## config.mk

```make
export PLATFORM = sky130hd
export DESIGN_NAME = serial_subtractor
export DESIGN_NICKNAME = d
export VERILOG_FILES = /design/src/rtl/serial_subtractor_pkg.sv /design/src/rtl/full_subtractor_1bit.sv /design/src/rtl/serial_subtractor.sv
export SDC_FILE = /design/constraint.sdc
export NUM_CORES = 1
export LEC_CHECK = 0
export ABC_CLOCK_PERIOD_IN_PS = 1400
export CAP_MARGIN = 20
export CORE_MARGIN = 4
export CORE_UTILIZATION = 45
export DETAILED_ROUTE_END_ITERATION = 10
export PLACE_DENSITY = 0.7
export SYNTH_ARGS = -nofsm -noshare
export SYNTH_HDL_FRONTEND = slang
export SYNTH_SLANG_ARGS = --single-unit
```

## constraint.sdc

```tcl
create_clock -name clk -period 1.4 [get_ports clk]
set_input_delay 0.14 -clock clk [delete_from_list [all_inputs] [get_ports clk]]
set_output_delay 0.14 -clock clk [all_outputs]
set_load 0.05 [all_outputs]
```

## src/rtl/serial_subtractor_pkg.sv

```systemverilog
// Shared definitions for the bit-serial subtractor: FSM state encodings.
package serial_subtractor_pkg;

    localparam logic [1:0] ENC_IDLE = 2'd0;
    localparam logic [1:0] ENC_BUSY = 2'd1;
    localparam logic [1:0] ENC_DONE = 2'd2;

    typedef enum logic [1:0] {
        ST_IDLE = ENC_IDLE,
        ST_BUSY = ENC_BUSY,
        ST_DONE = ENC_DONE
    } state_t;

endpackage

```

## src/rtl/full_subtractor_1bit.sv

```systemverilog
// One-bit full subtractor: d = x - y - bin, with borrow-out.
module full_subtractor_1bit (
    input  logic x,
    input  logic y,
    input  logic bin,
    output logic d,
    output logic bout
);

    assign d    = x ^ y ^ bin;
    assign bout = (~x & y) | (~(x ^ y) & bin);

endmodule

```

## src/rtl/serial_subtractor.sv

```systemverilog
// Bit-serial subtractor: diff = a - b - bin, LSB first, one bit per clock.
//
// state   | meaning
// --------+-----------------------------------------------------------
// ST_IDLE | waiting for start; diff/bout hold the last result
// ST_BUSY | one operand bit per edge through the subtractor cell
// ST_DONE | done pulse for one cycle; start here restarts immediately
module serial_subtractor
    import serial_subtractor_pkg::*;
#(
    parameter int WIDTH = 8
) (
    input  logic             clk,
    input  logic             rst,
    input  logic             start,
    input  logic [WIDTH-1:0] a,
    input  logic [WIDTH-1:0] b,
    input  logic             bin,
    output logic             busy,
    output logic             done,
    output logic [WIDTH-1:0] diff,
    output logic             bout
);

    localparam int CNT_W = $clog2(WIDTH + 1);
    localparam logic [CNT_W-1:0] CNT_LAST = CNT_W'(WIDTH - 1);

    state_t           state_q;
    logic [WIDTH-1:0] a_q;
    logic [WIDTH-1:0] b_q;
    logic [WIDTH-1:0] res_q;
    logic [WIDTH-1:0] res_d;
    logic             br_q;
    logic [CNT_W-1:0] cnt_q;
    logic             busy_q;
    logic             done_q;
    logic [WIDTH-1:0] diff_q;
    logic             bout_q;
    logic             cell_d;
    logic             cell_bo;

    full_subtractor_1bit u_cell (
        .x    (a_q[0]),
        .y    (b_q[0]),
        .bin  (br_q),
        .d    (cell_d),
        .bout (cell_bo)
    );

    // Difference bits enter at the MSB so the LSB lands in bit 0 after WIDTH shifts.
    always_comb begin
        res_d            = res_q >> 1;
        res_d[WIDTH-1]   = cell_d;
    end

    always_ff @(posedge clk or posedge rst) begin
        if (rst) begin
            state_q <= ST_IDLE;
            a_q     <= '0;
            b_q     <= '0;
            res_q   <= '0;
            br_q    <= 1'b0;
            cnt_q   <= '0;
            busy_q  <= 1'b0;
            done_q  <= 1'b0;
            diff_q  <= '0;
            bout_q  <= 1'b0;
        end else begin
            case (state_q)
                ST_IDLE, ST_DONE: begin
                    done_q <= 1'b0;
                    if (start) begin
                        a_q     <= a;
                        b_q     <= b;
                        br_q    <= bin;
                        cnt_q   <= '0;
                        busy_q  <= 1'b1;
                        state_q <= ST_BUSY;
                    end else begin
                        state_q <= ST_IDLE;
                    end
                end
                ST_BUSY: begin
                    a_q   <= a_q >> 1;
                    b_q   <= b_q >> 1;
                    br_q  <= cell_bo;
                    res_q <= res_d;
                    cnt_q <= cnt_q + 1'b1;
                    if (cnt_q == CNT_LAST) begin
                        diff_q  <= res_d;
                        bout_q  <= cell_bo;
                        busy_q  <= 1'b0;
                        done_q  <= 1'b1;
                        state_q <= ST_DONE;
                    end
                end
                default: begin
                    busy_q  <= 1'b0;
                    done_q  <= 1'b0;
                    state_q <= ST_IDLE;
                end
            endcase
        end
    end

    assign busy = busy_q;
    assign done = done_q;
    assign diff = diff_q;
    assign bout = bout_q;

endmodule
```

==> results of run 1 <==
## logic make-up after synthesis
| logic type | share of synthesized area |
|---|---|
| AOI/OAI and AO/OA | 0.174 |
| muxes | 0.0724 |
| DFF | 0.597 |
| buffers and inverters | 0.0358 |
| adders and majority gates | 0.0194 |
| and+or+nand+nor | 0.101 |
## worst max path at each step
| stage | from | end | slack (ns) | depth (start not counted) |
|---|---|---|---|---|
| 2_1_floorplan | cnt_q[0] | diff[0] | -0.02 | 4 |
| 3_3_place_gp | start | a_q[6] | -0.03 | 5 |
| 3_5_place_dp | start | b_q[6] | -0.05 | 5 |
| 4_1_cts | cnt_q[0] | diff[1] | -0.04 | 4 |
| 5_1_grt | cnt_q[1] | diff[6] | -0.12 | 4 |
| 6_report | cnt_q[1] | diff[1] | -0.02 | 4 |
## registers in the layout, indices dropped and copies added (netlist names)
| signal | count |
|---|---|
| a_q | 8 |
| b_q | 8 |
| bout | 1 |
| br_q | 1 |
| busy | 1 |
| cnt_q | 4 |
| diff | 8 |
| res_q | 7 |
| state_q | 2 |
## metal layers
metal	vias to the layer above	track usage
met5	-	0
met4	0	0.0586
met3	5	0.0436
met2	26	0.231
met1	559	0.181
li1	563	-
## power by group
group	total [mW]	internal, mW	switching [mW]
sequential	2.00	1.67	0.325
clock	0.772	0.402	0.371
combinational	2.59	1.28	1.32
## cells in the final DEF, fill, tap and decap left out
master and count:
a21o_1 14, nor2_1 2, clkdlybuf4s50_1 19, inv_1 3
clkbuf_8 6, a221o_1 2, dfrtp_2 1, nand2b_1 1
nor2_4 2, dfrtp_1 39, ha_1 1, nand3b_1 2
nand2b_4 1, mux2_2 9, mux2i_1 2, nand2_1 21
buf_4 24, a22o_1 17, nand4_1 1, and2b_4 1
o31ai_1 1, nor3_1 1, nor2b_4 1, clkbuf_1 2
o21ai_0 2, fa_1 1, nor2b_1 1, buf_12 5
## per-stage QoR
step           instance area, um^2  power (mW)  setup WS [ns]  std cells
3_3_place_gp                  2170        4.51        -0.0269        220
2_1_floorplan                 1690        3.71        -0.0162        133
6_report                      2260        5.37        -0.0183        228
3_5_place_dp                  2170        4.64        -0.0531        220
5_1_grt                       2260        5.74         -0.123        228
4_1_cts                       2260        5.43        -0.0385        228
## critical path: cells and delay by family, from the launching register on
family | cells | cell delay [ns]
multiplexers | 1 | 0.37
adder cells (fa/ha/maj) | 1 | 0.17
AND/OR/NAND/NOR | 2 | 0.40
flip-flops | 1 | 0.36
## layout make-up
| type | instances | area, um^2 | share of cell area |
|---|---|---|---|
| clock buffers | 8 | 90.1 | 0.0398 |
| inverters | 3 | 11.3 | 0.00498 |
| multi-input cells | 83 | 631 | 0.279 |
| flip-flops and latches | 40 | 1000 | 0.443 |
| well taps | 46 | 57.6 | 0.0254 |
| repair buffers | 48 | 470 | 0.208 |
## timing repair
item,CTS,global route
buffers inserted,0,0
pin swaps,1,0
cloned,0,0
endpoints found under the setup margin,9,8
gates resized for setup,1,0
==> metrics.md, run 1 <==
| Metric | Value |
|---|---|
| Syn_area_per_cell | `12.6 um^2` |
| WL per Instance | `13.8 um` |
| Initial antenna violation count | `0` |
| Die Y-Extent | `69.0 um` |
| Failing checks | `setup timing` |
| Met2 Wirelength | `1540 um` |
| Commonest register cell after synthesis | `dfrtp_1` |
| Max Freq | `705 MHz` |
| Syn nets | `155` |
| Layout Nets | `203` |
| Clock Latency Late Sink | `0.29 ns` |
| Final hold violations | `0` |
| Worst hold path class | `input port to async pin` |
| Final worst slack | `-0.0183 ns` |
| Post-layout util | `0.652` |
| Most frequent cells after synthesis | `dfrtp_1, nand2_1, a22o_1, a21o_1, mux2_2` |
| Core area | `0.00347 mm^2` |
| Crit-path cells | `ha_1, nand3b_1, nor2_4, mux2_2` |
| Layout filler cell count | `298` |
| Initial detailed-routing violation count | `60` |
| N_diodes | `0` |
| CTS clk-pin slew, worst paths | `0.07 ns` |
| FF-to-FF End | `diff[1]` |
| CTS buffer count | `5` |
| RSZ-0062 raised after global routing | `yes` |
| Slowest-stage cell, CP | `mux2_2` |
| WS Path Type | `register to register` |
| Status | `complete, but fails checks` |
| Async SR Flop Fraction | `1.00` |
| All-Layer GR Usage | `0.144` |
| Cell with the most instances after synthesis | `dfrtp_1` |
| Drt first pass iters | `3` |
| Number of enable flip-flop cells after synthesis | `0` |
| CTS tree | `done` |
| Post-synth top area cell | `dfrtp_1` |
| VDD IR max | `995 uV` |
| Setup_tns | `-0.110 ns` |
| Die span in x | `69.0 um` |
| Antenna Nets Post-Route | `0` |
| Syn Std Cell Area | `0.00168 mm^2` |
| Drt total wl | `3150 um` |
| Cells after synthesis | `133` |
| Post-CTS Hold Buffers | `0` |
| Final Slew Violations | `0` |
| Clock sink total | `40` |
| DP HPWL | `2330 um` |
| Layout cells sized above 1 | `0.275` |
| Critical path's largest stage delay | `0.37 ns` |
| Share of the synthesized area in the top cell type | `0.597` |
| Normalized max-slew margin | `0.818` |
| Min Hold Slack | `0.207 ns` |
| Final period utilization | `1.01` |
| Grt total ovfl | `0` |
| M1 WL | `1410 um` |
| Max-cap viol count | `0` |
| CTS root buffer | `clkbuf_8` |
| Max Used Layer | `met4` |
| Worst Reg-to-Reg Cells | `4` |
| Synth warnings | `0` |
| Row cnt | `21` |
| Yosys cell types | `23` |
| Die area | `0.00477 mm^2` |
| Seq/Total Area, Yosys | `0.597` |
| Initial Util | `0.483` |
| Worst EP arrival | `1.60 ns` |
| Final Critical Period | `1.42 ns` |
| Top post-synthesis cells by area | `dfrtp_1, a22o_1, a21o_1, mux2_2, nand2_1` |
| CP Capture Type | `register` |
| Slew of the pin with the lowest slew margin | `0.272 ns` |
| CP startpoint kind | `register` |
| LEAKAGE | `1.17 nW` |
| Largest net degree at the start of global routing | `41` |
| Clock skew | `0.00233 ns` |
| Syn-to-layout area delta | `34.9%` |
| Final setup fails | `8` |
| FF+latch count, synth | `40` |
| Gp weighted congestion | `0.756` |
| Pwr Density | `2370 mW/mm^2` |
| Port-buffer cells | `30` |
| Number of global-route vias before repair | `1,228` |
| Ports | `31` |
| Vias | `1,153` |
| Detailed-route DRC error count | `0` |
| First-pass GRT wire length | `5570 um` |
| CP required | `1.58 ns` |
| FF-to-FF Start | `cnt_q[1]` |
| H-Tree Level Count | `2` |
| Via density | `5.06` |
| Clock buffer depth | `2` |
| Register-to-register path setup slack | `-0.02 ns` |
| Worst-path maximum fanout | `9` |
| Routed wl met3 | `142 um` |
Note: power is estimated with default switching activity, not from simulation.
==> inputs of run 2 (changes only) <==
--- a/config.mk
+++ b/config.mk
@@ -7,6 +7,7 @@
 export LEC_CHECK = 0
 export ABC_CLOCK_PERIOD_IN_PS = 1400
 export CAP_MARGIN = 20
+export CORE_ASPECT_RATIO = 0.5
 export CORE_MARGIN = 4
 export CORE_UTILIZATION = 45
 export DETAILED_ROUTE_END_ITERATION = 10
==> metrics.md, run 2 (synthesis gave the netlist of run 1 again) <==
| Metric | Value |
|---|---|
| CTS tree | `done` |
| Worst Reg-to-Reg Cells | `4 (unchanged)` |
| Max-cap viol count | `0 (unchanged)` |
| LEAKAGE | `1.16 nW (-0.15%)` |
| Initial Util | `0.478 (-0.00569)` |
| Via density | `4.96 (-2.0%)` |
| VDD IR max | `970 uV (-2.4%)` |
| Ports | `31 (unchanged)` |
| Initial antenna violation count | `0 (unchanged)` |
| Final period utilization | `1.02 (+0.0103)` |
| Setup_tns | `-0.199 ns (-0.0883 ns)` |
| Max Freq | `698 MHz (-1.0%)` |
| CTS buffer count | `5 (unchanged)` |
| N_diodes | `0 (unchanged)` |
| Number of global-route vias before repair | `1,145 (-6.8%)` |
| FF-to-FF Start | `cnt_q[1]` |
| Status | `complete, but fails checks` |
| GR Util met3 | `0.0441 (+0.000513)` |
| Final Critical Period | `1.43 ns (+0.0144 ns)` |
| Final hold violations | `0 (unchanged)` |
| GR peak layer | `met2` |
| Clock Latency Late Sink | `0.28 ns (about the same)` |
| H-Tree Level Count | `2 (unchanged)` |
| Layout cells sized above 1 | `0.282 (+0.00704)` |
| Antenna Nets Post-Route | `0 (unchanged)` |
| CP startpoint kind | `register` |
| CP Capture Type | `register` |
| RSZ-0062 raised after global routing | `yes` |
| Worst-path maximum fanout | `9 (unchanged)` |
| Leading cell type in the layout, fill and taps excluded | `dfrtp_1` |
| Grt total ovfl | `0 (unchanged)` |
| Final Slew Violations | `0 (unchanged)` |
| Clock buffer depth | `2 (unchanged)` |
| Clock share of power | `0.143 (about the same)` |
| Syn-to-layout area delta | `36.2%` |
| First-pass GRT wire length | `5300 um (-4.8%)` |
| Drt total wl | `3190 um (+1.6%)` |
| WS Path Type | `register to register` |
| WL per Instance | `13.8 um (-0.19%)` |
| Row cnt | `15 (-29%)` |
| Slew of the pin with the lowest slew margin | `0.277 ns (+0.00432 ns)` |
| Vias | `1,150 (-0.26%)` |
| Initial detailed-routing violation count | `45 (-25%)` |
| Final setup fails | `8 (unchanged)` |
| CTS root buffer | `clkbuf_8` |
| Grt met2 use | `0.228 (-0.00323)` |
| P_sw | `2.04 mW (+1.1%)` |
| Layout Nets | `202 (-0.49%)` |
| Worst EP arrival | `1.60 ns (about the same)` |
| Die span in x | `94.3 um (+37%)` |
| Pwr Density | `2380 mW/mm^2 (+0.36%)` |
| Gp weighted congestion | `0.704 (-6.8%)` |
| Detailed-route DRC error count | `0 (unchanged)` |
| Worst Setup SP | `cnt_q[1]` |
| Core area | `0.00351 mm^2 (+1.2%)` |
| Most frequent cells in the layout | `dfrtp_1, nand2_1, buf_4, clkdlybuf4s50_1, a22o_1` |
| Port-buffer cells | `30 (unchanged)` |
| Die area | `0.00483 mm^2 (+1.2%)` |
| CP required | `1.57 ns (about the same)` |
| Drt first pass iters | `4 (+1)` |
| Internal power | `3.40 mW (+1.4%)` |
| Seq pwr share | `0.367 (-0.006)` |
| CTS clk-pin slew, worst paths | `0.08 ns (about the same)` |
| FF-to-FF End | `diff[6]` |
| Largest net degree at the start of global routing | `41 (unchanged)` |
| Comb pwr share | `0.490 (+0.007)` |
| Normalized max-slew margin | `0.815 (-0.00288)` |
| All-Layer GR Usage | `0.144 (-0.000262)` |
| Register-to-register path setup slack | `-0.03 ns (about the same)` |
| Grt met1 use | `0.191 (+0.0104)` |
| Min Hold Slack | `0.219 ns (+0.0117 ns)` |
| Clock skew | `0.00322 ns (+0.000891 ns)` |
| Failing checks | `setup timing` |
| DP HPWL | `2260 um (-2.7%)` |
| Final worst slack | `-0.0327 ns (-0.0144 ns)` |
| Worst hold path class | `input port to async pin` |
| Clock sink total | `40 (unchanged)` |
| Die Y-Extent | `51.2 um (-26%)` |
| Sw Ratio | `0.374 (-0.000761)` |
[run 2: cell types whose count changed in the layout (fill, tap and decap cells not counted)]
cell      previous run  this run
buf_12               5         7
buf_4               24        21
clkbuf_1             2         0
clkinv_2             0         2
nor2b_2              0         1
nor2b_4              1         0
[run 2: worst max-delay path, cell delays in order, from the launching register on]
cell and delay (ns):
dfrtp_1 0.35, ha_1 0.17, nand3b_1 0.15, nor2_4 0.27, mux2_2 0.38
[run 2: timing repair]
item,in CTS,in global routing
pin swaps,1,0
setup endpoints to repair,8,11
hold endpoints to repair,0,0
gates resized for setup,0,0
setup buffers,0,1
hold buffers,0,0
[run 2: how the worst max path moves through the flow]
stage | slack (ns) | end
2_1_floorplan | -0.02 | diff[0]
3_3_place_gp | -0.02 | a_q[0]
3_5_place_dp | -0.07 | a_q[0]
4_1_cts | -0.05 | diff[6]
5_1_grt | -0.11 | diff[6]
6_report | -0.03 | diff[6]
[run 2: stage by stage]
stage / util / worst slack (ns) / instances / power [mW] / instance area (um^2)
2_1_floorplan: - / -0.0162 / 133 / 3.71 / 1690
3_3_place_gp: 0.622 / -0.0199 / 223 / 4.59 / 2180
3_5_place_dp: 0.622 / -0.0703 / 223 / 4.69 / 2180
4_1_cts: 0.648 / -0.0506 / 231 / 5.47 / 2280
5_1_grt: 0.651 / -0.111 / 232 / 5.80 / 2280
6_report: 0.651 / -0.0327 / 232 / 5.44 / 2280
[run 2: cell type report]
| type | instances | area [um^2] |
|---|---|---|
| clock buffer | 6 | 82.6 |
| clock inverter | 2 | 10.0 |
| fill | 278 | 1230 |
| inverter | 3 | 11.3 |
| multi-input combinational | 83 | 626 |
| sequential | 40 | 1000 |
| tap | 51 | 63.8 |
| timing repair buffer | 47 | 488 |
[run 2: per-layer routing]
| layer | up-vias | part of all wire |
|---|---|---|
| met3 | 2 | 0.039 |
| li1 | 561 | - |
| met5 | - | 0 |
| met2 | 17 | 0.47 |
| met4 | 0 | 0.0063 |
| met1 | 570 | 0.48 |
[run 2: power groups by stage]
stage / Combinational, mW / Sequential, mW / Clock [mW]
3_3_place_gp: 2.59 / 2.00 / 0
2_1_floorplan: 1.34 / 2.37 / 0
5_1_grt: 2.89 / 2.06 / 0.845
4_1_cts: 2.68 / 2.00 / 0.797
6_report: 2.66 / 2.00 / 0.775
3_5_place_dp: 2.67 / 2.02 / 0
